[config.mk]
export PLATFORM = sky130hd
export DESIGN_NAME = vrf_wb_arbiter
export DESIGN_NICKNAME = d
export VERILOG_FILES = /design/src/rtl/vrf_wb_arbiter.sv
export SDC_FILE = /design/constraint.sdc
export NUM_CORES = 1
export LEC_CHECK = 0
export ABC_AREA = 1
export CAP_MARGIN = 20
export CORE_AREA = 2 2 158 160
export DETAILED_ROUTE_END_ITERATION = 7
export DIE_AREA = 0 0 160 162
export GPL_TIMING_DRIVEN = 0
export PLACE_DENSITY_LB_ADDON = 0.08
export SLEW_MARGIN = 20
export SYNTH_ARGS = -nofsm -noshare
export SYNTH_HDL_FRONTEND = slang
export SYNTH_SLANG_ARGS = --single-unit
[constraint.sdc]
create_clock -name clk_i -period 2.3 [get_ports clk_i]
set_clock_uncertainty 0.15 [all_clocks]
set_input_delay 0.69 -clock clk_i [delete_from_list [all_inputs] [get_ports clk_i]]
set_output_delay 0.69 -clock clk_i [all_outputs]
set_load 0.1 [all_outputs]
[src/rtl/vrf_wb_arbiter.sv]
// Write-back port arbiter for the vector register file: grants whole VFU/VLSU
// bursts round-robin and steps the element-chunk select one beat at a time.
module vrf_wb_arbiter #(
  parameter  int DATA_WIDTH = 32,
  parameter  int LANES      = 4,
  parameter  int VLEN       = 512,
  localparam int BW         = LANES * DATA_WIDTH,
  localparam int BEATS      = VLEN / BW,
  localparam int CW         = (BEATS > 1) ? $clog2(BEATS) : 1
) (
  input  logic          clk_i,
  input  logic          reset_i,
  input  logic          vfu_req_i,
  input  logic [4:0]    vfu_addr_i,
  input  logic [BW-1:0] vfu_data_i,
  output logic          vfu_gnt_o,
  input  logic          vlsu_req_i,
  input  logic [4:0]    vlsu_addr_i,
  input  logic [BW-1:0] vlsu_data_i,
  output logic          vlsu_gnt_o,
  output logic          vd1_wr_en_o,
  output logic [4:0]    vd1_addr_o,
  output logic [BW-1:0] vd1_data_o,
  output logic [CW-1:0] vrf_element_sel_o,
  output logic          wb_src_o,
  output logic          wb_done_o
);

  typedef enum logic {
    IDLE  = 1'b0,
    BURST = 1'b1
  } state_t;

  state_t        state_q, state_d;
  logic          owner_q, owner_d;
  logic [4:0]    addr_q, addr_d;
  logic [CW-1:0] cnt_q, cnt_d;
  logic          prio_q, prio_d;

  logic          winner;
  logic          beat;
  logic          own_req;
  logic [BW-1:0] own_data;
  logic          last_beat;

  assign own_req   = owner_q ? vlsu_req_i  : vfu_req_i;
  assign own_data  = owner_q ? vlsu_data_i : vfu_data_i;
  assign last_beat = (cnt_q == CW'(BEATS - 1));

  always_ff @(posedge clk_i) begin
    if (reset_i) begin
      state_q <= IDLE;
      owner_q <= 1'b0;
      addr_q  <= '0;
      cnt_q   <= '0;
      prio_q  <= 1'b0;
    end else begin
      state_q <= state_d;
      owner_q <= owner_d;
      addr_q  <= addr_d;
      cnt_q   <= cnt_d;
      prio_q  <= prio_d;
    end
  end

  // A dropped owner request only stalls the burst; the grant is held until the last beat.
  always_comb begin
    state_d    = state_q;
    owner_d    = owner_q;
    addr_d     = addr_q;
    cnt_d      = cnt_q;
    prio_d     = prio_q;
    winner     = 1'b0;
    beat       = 1'b0;
    vfu_gnt_o  = 1'b0;
    vlsu_gnt_o = 1'b0;
    wb_done_o  = 1'b0;

    case (state_q)
      IDLE: begin
        if (vfu_req_i || vlsu_req_i) begin
          winner  = (vfu_req_i && vlsu_req_i) ? prio_q : vlsu_req_i;
          state_d = BURST;
          owner_d = winner;
          addr_d  = winner ? vlsu_addr_i : vfu_addr_i;
          cnt_d   = '0;
        end
      end
      BURST: begin
        vfu_gnt_o  = ~owner_q;
        vlsu_gnt_o = owner_q;
        beat       = own_req;
        if (beat) begin
          if (last_beat) begin
            wb_done_o = 1'b1;
            state_d   = IDLE;
            cnt_d     = '0;
            prio_d    = ~owner_q;
          end else begin
            cnt_d = cnt_q + CW'(1);
          end
        end
      end
      default: begin
        state_d = IDLE;
      end
    endcase
  end

  assign vd1_wr_en_o       = beat;
  assign vd1_data_o        = beat ? own_data : '0;
  assign vd1_addr_o        = addr_q;
  assign vrf_element_sel_o = cnt_q;
  assign wb_src_o          = owner_q;

endmodule

Word-level counts from Yosys, hierarchy flattened
Cells that the tools add are included.

storage, ports and cells
  register bits after elaboration = 10
  output and inout bits = 140
  input port bits = 270

cells by class
  $add $sub $neg = 1
  bitwise logic cells = 2
  eq/ne operators = 3
  reduce and logical (&&, ||, !) cells = 5
  mux-type cells = 19

operators with widths
  cell                 count
  $mux 128             2
  $mux 1               11
  $mux 2               3
  $mux 5               1
  $pmux 2 s2           1
  $reduce_and 2->1     2
  $reduce_and 3->1     1
  $add 2x1->2 const B  1
  $eq 2x2->1 const B   1
  $ne 2x1->1 const B   1
  $ne 2x2->1 const B   1
  $not 1->1            2
  $pmux 1 s2           1
  $logic_and 1x1->1    1
  $logic_or 1x1->1     1

Longest topological paths before layout
Gate-level depths: netlist of run 1.

  word-level depth = 4
  depth in mapped cells = 8

Worst setup path after synthesis of run 1
Ideal clock, no wire load.

  kind = flip-flop to output port
  start point = register owner_q (netlist: wb_src_o)
  end point = output port vd1_data_o[0]
  arrival time = 3.302 ns
  slack = -1.842 ns
  required time = 1.460 ns
  cell stages (with the launch flop) = 7
  cells stage by stage = dfxtp_1 > buf_6 > nand3_2 > nand2_4 > inv_2 > buf_2 > a21oi_1

on the way
  cells in the longest elaborated chain, start to end = 3
  elaborated cells on any way between the ends = 4

RTL lines
  item                    line  text
  start, declared         35    logic owner_q, owner_d;
  start signal, assigned  59    owner_q <= owner_d;
  $mux 1                  46    assign own_req = owner_q ? vlsu_req_i : vfu_req_i;
  $mux 1                  79    case (state_q)
  named net vd1_wr_en_o   21    output logic vd1_wr_en_o,
  $mux 128                111   assign vd1_data_o = beat ? own_data : '0;
  end, declared           23    output logic [BW-1:0] vd1_data_o,

The timed path passes the listed nets, and every way through them passes these cells.

Worst setup path in the final report of run 1
  start point = input port vfu_req_i
  end point = output port vd1_data_o[116]

on the way
  cells in the longest elaborated chain, start to end = 3

RTL lines
  item             line  text
  start, declared  13    input logic vfu_req_i,
  $mux 1           46
  $mux 1           79
  $mux 128         111

Every way passes these cells.

==> impl_metrics.py, run 1 <==
metrics = {
    "yosys": {
        "ys_types": 20,
        "synth.avg_cell_area_um2": 5.53,
        "synth_cells": 510,
        "seq_area_frac_synth_pct": 7.09,
        "synth-seq-cells": 10,
        "yosys_warnings": 0,
        "syn_nets": 781,
        "mappedNetlistArea_um2": 2820,
    },
    "sta": {
        "period_needed_ns": 2.55,
        "rsz0062_at_grt": "yes",
        "max-slew-margin-rel_pct": 35.4,
        "hold_viol_final": 0,
        "drv_slew": 0,
        "fin_crit_sh_pct": 111,
        "tightest_slew_ns": 0.972,
        "setup_tns_ns": -25.57,
        "fmax_mhz": 392,
        "finalSetupViolations": 129,
        "finalWorstSetupSlack_ns": -0.250,
    },
    "worst_setup_path": {
        "critical_path_class": "in -> out",
        "crit_buf_inv": 5,
        "cp.arrival_ns": 1.71,
        "crit_fanout": 11,
        "rrSetupSlack_ns": 0.86,
        "max_stage_delay_ns": 0.19,
        "cp_top_family": "buffers and inverters",
        "cp_slowest_cell": "clkbuf_16",
        "end_kind": "output pin",
        "cp.required_ns": 1.46,
        "cp-start-kind": "primary input",
        "cp_cell_sequence": "buf_8, nand3_4, nand2_8, inv_8, buf_6, clkbuf_16, a21oi_4, buf_12",
    },
    "drt": {
        "drt_iter0_markers": 180,
        "wl_um": 21600,
        "firstDrtPassIters": 4,
        "drc": 0,
        "dr_total_vias": 4972,
        "detail-route-antenna-nets": 0,
        "wl_per_cell_um": 17.1,
        "vias_per_cell": 3.94,
    },
    "clock_tree": {
        "clockRootBuffer": "clkbuf_16",
        "tritoncts": "done",
        "clkTransAtPathRegs_ns": 0.04,
        "cts.sinks": 10,
        "hold_buffers": 0,
        "cts_max_level": 1,
        "clk_latency_ns": 0.24,
        "cts_max_path_buffers": 2,
        "cts_buffers": 3,
    },
    "floorplanning": {
        "die_y_um": 162,
        "dieArea_um2": 25900,
        "placementRows": 57,
        "ios": 410,
        "start_util_pct": 11.7,
        "coreArea_um2": 24100,
        "die_x_um": 160,
    },
    "global_route": {
        "grt_pass1_vias": 5178,
        "grt_max_degree": 11,
        "grt_overflow": 0,
        "grt_usage_pct": 15.4,
        "antenna_found_initial": 2,
        "grt_pass1_wl_um": 31200,
    },
    "final_layout": {
        "drive_gt1_share_pct": 36.6,
        "layoutNonFillerInstCount": 1262,
        "area_delta_synth_final_pct": 269,
        "layout.nets": 1208,
        "final_core_util_pct": 43.2,
    },
    "power": {
        "powerDensity_nw_per_um2": 323,
        "ir_drop_mv": 0.292,
        "p_total_w": 0.00337,
        "leakagePower_nw": 3.95,
    },
    "status": {
        "violations": "negative setup slack",
        "status": "complete, but fails checks",
    },
    "placed_design": {
        "dp_cells": 1241,
        "port_buffers": 407,
        "hpwl_um": 16500,
        "gp_congestion": 0.769,
    },
    "worst_hold_path": {
        "hold_path.class": "reg -> reg",
    },
    "run": {
        "drv_cap": 0,
    },
}
## worst paths after layout
path / start / to / cells past startpoint
worst min register to register: prio_q$_SDFFE_PP0P_ / prio_q$_SDFFE_PP0P_ / 2
worst min-delay path: prio_q$_SDFFE_PP0P_ / prio_q$_SDFFE_PP0P_ / 2
worst max register to register: wb_src_o$_SDFFE_PP0P_ / state_q$_SDFF_PP0_ / 8
worst max-delay path: vfu_req_i / vd1_data_o[116] / 8
## Yosys cell counts
cell	count	area, um2
buf_1	1	3.75
buf_4	1	7.51
o21ai_1	1	5.00
nor3_1	2	10.0
nand3_2	2	20.0
a21oi_1	23	115
buf_2	5	25.0
buf_6	14	158
nor2_1	14	52.6
clkinv_2	1	5.00
nand3_1	10	50.1
dfxtp_1	10	200
inv_2	3	11.3
nand2_4	1	11.3
nand2_1	275	1030
clkbuf_1	24	90.1
a21oi_2	110	963
ha_1	1	12.5
nand4_1	2	12.5
inv_1	10	37.5
## where the power goes
group / total (W) / internal, W / switching [W]
combinational: 0.00282 / 0.00118 / 0.00164
sequential: 0.000195 / 0.000185 / 0.00000957
clock: 0.000351 / 0.000262 / 0.0000886
## routing by layer
metal	track usage [%]	wire (um)	up-vias
met3	3.93	1520	8
met5	0	0	-
met1	16.6	7970	2243
met4	1.88	146	0
li1	-	-	2495
met2	30.7	11900	226
## worst reg2reg max path, cell delays in order, from the launching register on
cell      delay (ns)
dfxtp_4         0.35
buf_12          0.13
clkinv_8        0.06
nand3_4         0.10
nand2_8         0.07
inv_8           0.08
buf_6           0.24
nor2_4          0.07
nor3_1          0.12
## state kept, by name, summed over array words and instances, names as in the netlist
signal	flops
vrf_element_sel_o	2
vd1_addr_o	5
state_q	1
prio_q	1
wb_src_o	1
## cells by family after synthesis
family / after synthesis / synth area share [%]
buffers and inverters: 59 / 12.0
AND/OR/NAND/NOR: 306 / 42.1
flip-flops: 10 / 7.09
AO/OA/AOI/OAI: 134 / 38.4
adder cells (fa/ha/maj): 1 / 0.443
## layout make-up
class / instances / area, um2
Inverter: 14 / 76.3
Clock buffer: 4 / 88.8
Timing Repair Buffer: 422 / 5630
Fill cell: 2391 / 13700
Tap cell: 324 / 405
Antenna cell: 2 / 5.00
Buffer: 45 / 669
Multi-Input combinational cell: 441 / 3330
Sequential cell: 10 / 205
## per-stage QoR
step	hold WS (ns)	instance area [um2]	setup WS [ns]
floorplan	0.302	3100	-0.806
global placement	0.339	7580	-1.86
detailed placement	0.340	7580	-1.85
CTS	0.350	9760	-0.250
global route	0.404	10400	-0.288
finish	0.355	10400	-0.250
## cells in the final DEF (no fill, tap or decap), types with 6 or more instances in the layout
master / instances
dlygate4sd2_1: 12
clkdlybuf4s50_1: 248
clkbuf_16: 6
inv_1: 9
nand2_1: 271
a21oi_4: 124
buf_4: 12
nor2_1: 12
dlymetal6s2s_1: 10
clkbuf_8: 17
nand3_1: 10
dfxtp_1: 8
buf_16: 8
buf_12: 141
## repair_timing
action                     4_1_cts  5_1_grt
cloned                           7        1
gates resized for setup       1314      130
setup endpoints to repair      140      137
buffers inserted                 5        2
pin swaps                        8        9
Note: power is estimated with default switching activity, not from simulation.
==> run 2: changes to the inputs <==
--- a/config.mk
+++ b/config.mk
@@ -16,3 +16,4 @@
 export SYNTH_ARGS = -nofsm -noshare
 export SYNTH_HDL_FRONTEND = slang
 export SYNTH_SLANG_ARGS = --single-unit
+export TNS_END_PERCENT = 1
==> impl_metrics.py, run 2 (same netlist as run 1, synthesis figures left out) <==
metrics = {
    "status": {
        "status": "complete, but fails checks",
        "violations": "negative setup slack",
    },
    "worst_setup_path": {
        "end_kind": "output pin",
        "cp_slowest_cell": "buf_12",
        "cp_top_family": "buffers and inverters",
        "max_stage_delay_ns": 0.19,
        "crit_buf_inv": 5,
        "cp_cell_sequence": "buf_8, nand3_4, nand2_4, inv_8, buf_12, buf_16, a21oi_4, buf_12",
        "crit_fanout": 10,
        "critical_path_class": "in -> out",
        "cp-start-kind": "primary input",
        "cp.arrival_ns": 1.74,
        "crit_path_frequent_cell": "buf_12",
        "cp.required_ns": 1.46,
    },
    "power": {
        "ir_drop_mv": 0.194,
        "powerDensity_nw_per_um2": 326,
        "p_total_w": 0.00336,
        "leakagePower_nw": 4.01,
    },
    "clock_tree": {
        "cts.sinks": 10,
        "hold_buffers": 0,
        "clkTransAtPathRegs_ns": 0.04,
        "clockRootBuffer": "clkbuf_16",
        "cts_buffers": 3,
        "tritoncts": "done",
        "cts_max_path_buffers": 2,
        "cts_max_level": 1,
        "clk_latency_ns": 0.23,
    },
    "final_layout": {
        "seqCellArea_um2": 201,
        "area_delta_synth_final_pct": 264,
        "final_core_util_pct": 42.7,
        "mostFrequentLayoutCell": "nand2_1",
        "largest_reg_flops": 5,
        "n_fill_cell": 2444,
        "layout_common_cells": "nand2_1, clkdlybuf4s50_1, buf_12",
        "layoutNonFillerInstCount": 1262,
        "drive_gt1_share_pct": 35.8,
        "layout.nets": 1209,
        "multi_input_area_um2": 3240,
    },
    "floorplanning": {
        "start_util_pct": 11.7,
        "ios": 410,
        "placementRows": 57,
        "die_x_um": 160,
        "die_y_um": 162,
        "coreArea_um2": 24100,
        "dieArea_um2": 25900,
    },
    "drt": {
        "drc": 0,
        "vias_per_cell": 3.94,
        "dr_total_vias": 4976,
        "detail-route-antenna-nets": 0,
        "drt_iter0_markers": 130,
        "firstDrtPassIters": 4,
        "wl_um": 22200,
        "wl_per_cell_um": 17.6,
    },
    "global_route": {
        "grt_pass1_vias": 5236,
        "grt_pass1_wl_um": 30900,
        "grt_usage_pct": 15.3,
        "grt_overflow": 0,
        "grt_max_degree": 11,
        "antenna_found_initial": 1,
    },
    "placed_design": {
        "hpwl_um": 17500,
        "pre_cts_slack_ns": -1.81,
        "gp_congestion": 0.794,
        "port_buffers": 407,
        "dp_cells": 1241,
    },
    "sta": {
        "period_needed_ns": 2.58,
        "hold_viol_final": 0,
        "max-slew-margin-rel_pct": 33.0,
        "fin_crit_sh_pct": 112,
        "finalWorstSetupSlack_ns": -0.284,
        "tightest_slew_ns": 1.00,
        "fmax_mhz": 387,
        "finalSetupViolations": 129,
        "rsz0062_at_grt": "yes",
        "drv_slew": 0,
    },
    "run": {
        "drv_cap": 0,
    },
    "worst_hold_path": {
        "hold_path.class": "reg -> reg",
    },
}
[run 2: worst register-to-register path, delay by kind of cell, from the launching register on]
family | cells | cell delay, ns
buffers and inverters | 4 | 0.45
DFF | 1 | 0.31
and+or+nand+nor | 4 | 0.35
[run 2: power by group]
group	total (W)	switching, W	internal (W)
clock	0.000346	0.0000839	0.000262
combinational	0.00282	0.00163	0.00119
sequential	0.000194	0.00000838	0.000186
[run 2: final cells by class]
type | instances | share of cell area [%]
repair buffers | 423 | 55.5
plain buffers | 45 | 5.62
inverters | 14 | 0.608
clock buffers | 4 | 0.864
flip-flops and latches | 10 | 1.96
well taps | 324 | 3.94
diodes | 1 | 0.0243
multi-input cells | 441 | 31.5
[run 2: metal layers]
| metal | wire (um) | share of wire (%) | track usage (%) | up-vias |
|---|---|---|---|---|
| li1 | - | - | - | 2489 |
| met5 | 0 | 0 | 0 | - |
| met1 | 8140 | 37 | 15.5 | 2242 |
| met2 | 12300 | 55 | 31.8 | 235 |
| met3 | 1610 | 7.3 | 4.24 | 10 |
| met4 | 159 | 0.72 | 1.06 | 0 |
[run 2: stage by stage]
| stage | area (um2) | setup TNS (ns) | hold WS, ns |
|---|---|---|---|
| 2_1_floorplan | 2970 | -169.15 | 0.302 |
| 3_3_place_gp | 7450 | -225.04 | 0.312 |
| 3_5_place_dp | 7450 | -225.18 | 0.324 |
| 4_1_cts | 9340 | -35.83 | 0.336 |
| 5_1_grt | 10300 | -37.71 | 0.387 |
| 6_report | 10300 | -31.12 | 0.335 |
[run 2: path summary, 6_finish.rpt]
path,from,endpoint,slack (ns),depth (start not counted)
max,vlsu_req_i,vd1_data_o[105],-0.28,8
max reg2reg,wb_src_o$_SDFFE_PP0P_,state_q$_SDFF_PP0_,0.90,8
min,prio_q$_SDFFE_PP0P_,prio_q$_SDFFE_PP0P_,0.34,2
min reg2reg,prio_q$_SDFFE_PP0P_,prio_q$_SDFFE_PP0P_,0.34,2
[run 2: timing repair]
action / 4_1_cts / 5_1_grt
endpoints found under the setup margin: 140 / 140
buffers inserted: 1 / 2
pin swaps: 3 / 10
resized for setup: 1268 / 147
gates cloned: 2 / 11
hold endpoints to repair: 0 / 0
==> run 3: changes to the inputs <==
--- a/config.mk
+++ b/config.mk
@@ -7,9 +7,10 @@
 export LEC_CHECK = 0
 export ABC_AREA = 1
 export CAP_MARGIN = 20
-export CORE_AREA = 2 2 158 160
+export CORE_AREA = 2 2 160 162
+export CTS_BUF_LIST = sky130_fd_sc_hd__clkbuf_4
 export DETAILED_ROUTE_END_ITERATION = 7
-export DIE_AREA = 0 0 160 162
+export DIE_AREA = 0 0 162 164
 export GPL_TIMING_DRIVEN = 0
 export PLACE_DENSITY_LB_ADDON = 0.08
 export SLEW_MARGIN = 20
==> impl_metrics.py, run 3 (same netlist as run 1, synthesis figures left out) <==
metrics = {
    "status": {
        "status": "complete, but fails checks",
        "violations": "negative setup slack",
    },
    "worst_setup_path": {
        "cp.arrival_ns": 1.75,
        "crit_fanout": 10,
        "rr_worst_depth": 7,
        "end_kind": "output pin",
        "cp-start-kind": "primary input",
        "cp.required_ns": 1.46,
        "rrSetupSlack_ns": 0.88,
        "rr_startpoint": "state_q$_SDFF_PP0_",
        "reg2reg_to": "vd1_addr_o[3]$_SDFFE_PP0P_",
        "critical_path_class": "in -> out",
    },
    "drt": {
        "wl_um": 21900,
        "vias_per_cell": 3.94,
        "detail-route-antenna-nets": 0,
        "drt_iter0_markers": 87,
        "drc": 0,
        "wl_per_cell_um": 17.4,
        "dr_total_vias": 4957,
        "firstDrtPassIters": 4,
    },
    "placed_design": {
        "hpwl_um": 17500,
        "port_buffers": 407,
        "dp_cells": 1247,
        "gp_congestion": 0.730,
    },
    "global_route": {
        "antenna_found_initial": 2,
        "grt_overflow": 0,
        "grt_pass1_vias": 4910,
        "grt_max_degree": 11,
        "grt_pass1_wl_um": 29900,
        "grt_usage_pct": 14.6,
    },
    "floorplanning": {
        "start_util_pct": 11.4,
        "die_x_um": 162,
        "coreArea_um2": 24800,
        "die_y_um": 164,
        "placementRows": 58,
        "dieArea_um2": 26600,
        "ios": 410,
    },
    "power": {
        "seq_power_share_pct": 6.4,
        "powerDensity_nw_per_um2": 309,
        "combPwrFrac_pct": 89.4,
        "leakagePower_nw": 3.71,
        "ir_drop_mv": 0.134,
        "p_sw_w": 0.00168,
        "power.share.clock_pct": 4.2,
        "swShare_pct": 55.2,
        "p_int_w": 0.00137,
    },
    "sta": {
        "finalWorstSetupSlack_ns": -0.295,
        "max-slew-margin-rel_pct": 32.8,
        "fmax_mhz": 385,
        "tightest_slew_ns": 1.01,
        "rsz0062_at_grt": "yes",
        "period_needed_ns": 2.59,
        "fin_crit_sh_pct": 113,
        "finalSetupViolations": 130,
        "setup_tns_ns": -31.19,
        "drv_slew": 0,
        "hold_viol_final": 0,
    },
    "final_layout": {
        "largest_reg_flops": 5,
        "mostFrequentLayoutCell": "nand2_1",
        "layoutNonFillerInstCount": 1259,
        "drive_gt1_share_pct": 35.7,
        "layout_common_cells": "nand2_1, clkdlybuf4s50_1, buf_12",
        "area_delta_synth_final_pct": 250,
        "layout.nets": 1199,
    },
    "clock_tree": {
        "clkTransAtPathRegs_ns": 0.08,
        "cts_buffers": 3,
        "cts_max_path_buffers": 2,
        "cts.sinks": 10,
        "clk_latency_ns": 0.27,
        "hold_buffers": 0,
        "tritoncts": "done",
        "cts_max_level": 1,
        "clockRootBuffer": "clkbuf_4",
    },
    "worst_hold_path": {
        "hold_path.class": "reg -> reg",
        "hold_depth": 2,
        "min_from": "prio_q$_SDFFE_PP0P_",
        "min_to": "prio_q$_SDFFE_PP0P_",
    },
    "run": {
        "drv_cap": 0,
    },
}
-- run 3: cell types whose count changed in the layout (fill, tap and decap cells not counted), moves of 3 or more --
cell / change
clkbuf_4: -4
buf_6: +5
dlymetal6s2s_1: -11
nand2_1: -3
buf_12: +4
buf_16: -6
clkdlybuf4s50_1: +8
clkbuf_16: -12
a21oi_2: +8
clkdlybuf4s15_1: +3
a21oi_4: -8
nand2_2: +3
-- run 3: metrics by stage --
step | hold slack (ns) | worst slack [ns] | utilization [%] | area [um2] | total power (W)
finish | 0.342 | -0.295 | 39.8 | 9870 | 0.00305
global route | 0.409 | -0.353 | 39.8 | 9870 | 0.00318
global placement | 0.319 | -1.82 | 30.0 | 7450 | 0.00240
floorplan | 0.302 | -1.33 | - | 2970 | 0.00157
CTS | 0.345 | -0.277 | 36.0 | 8940 | 0.00288
detailed placement | 0.325 | -1.82 | 30.0 | 7450 | 0.00239
-- run 3: critical path: stages --
cell	delay, ns
buf_6	0.12
nand3_4	0.09
nand2_4	0.10
inv_6	0.05
buf_12	0.16
buf_12	0.16
a21oi_2	0.17
buf_12	0.20
-- run 3: worst max-delay path by stage --
stage | slack (ns) | to | start
after floorplan | -1.33 | vd1_data_o[10] | wb_src_o$_SDFFE_PP0P_
after global placement | -1.82 | vd1_data_o[98] | vfu_req_i
after detailed placement | -1.82 | vd1_data_o[26] | vfu_req_i
after CTS | -0.28 | vd1_data_o[59] | wb_src_o$_SDFFE_PP0P_
after global routing | -0.35 | vd1_data_o[7] | wb_src_o$_SDFFE_PP0P_
final | -0.29 | vd1_data_o[7] | vlsu_req_i
-- run 3: power groups by stage --
stage	clock network [W]	registers [W]	logic (W)
finish	0.000128	0.000194	0.00273
global route	0.000145	0.000195	0.00284
CTS	0.000138	0.000194	0.00255
detailed placement	0	0.000197	0.00219
global placement	0	0.000196	0.00220
floorplan	0	0.000269	0.00130
-- run 3: layout make-up --
type                            instances  area (um2)
Multi-Input combinational cell        441        3180
Inverter                               14        62.6
Buffer                                 45         534
Antenna cell                            2        5.00
Fill cell                            2527       15000
Clock inverter                          1        3.75
Tap cell                              330         413
Sequential cell                        10         203
Timing Repair Buffer                  413        5440
Clock buffer                            3        22.5
-- run 3: layer usage --
layer | GRT usage (%) | vias to the layer above | share of wire [%]
met5 | 0 | - | 0
li1 | - | 2473 | -
met3 | 3.03 | 10 | 7.4
met1 | 16.0 | 2254 | 36
met2 | 29.4 | 220 | 56
met4 | 1.53 | 0 | 0.69
-- run 3: timing repair --
| item | CTS | global route |
|---|---|---|
| resized for setup | 1214 | 194 |
| hold endpoints to repair | 0 | 0 |
| setup endpoints to repair | 140 | 140 |
| gates cloned | 2 | 2 |
| setup buffers | 2 | 0 |
| pin swaps | 5 | 5 |
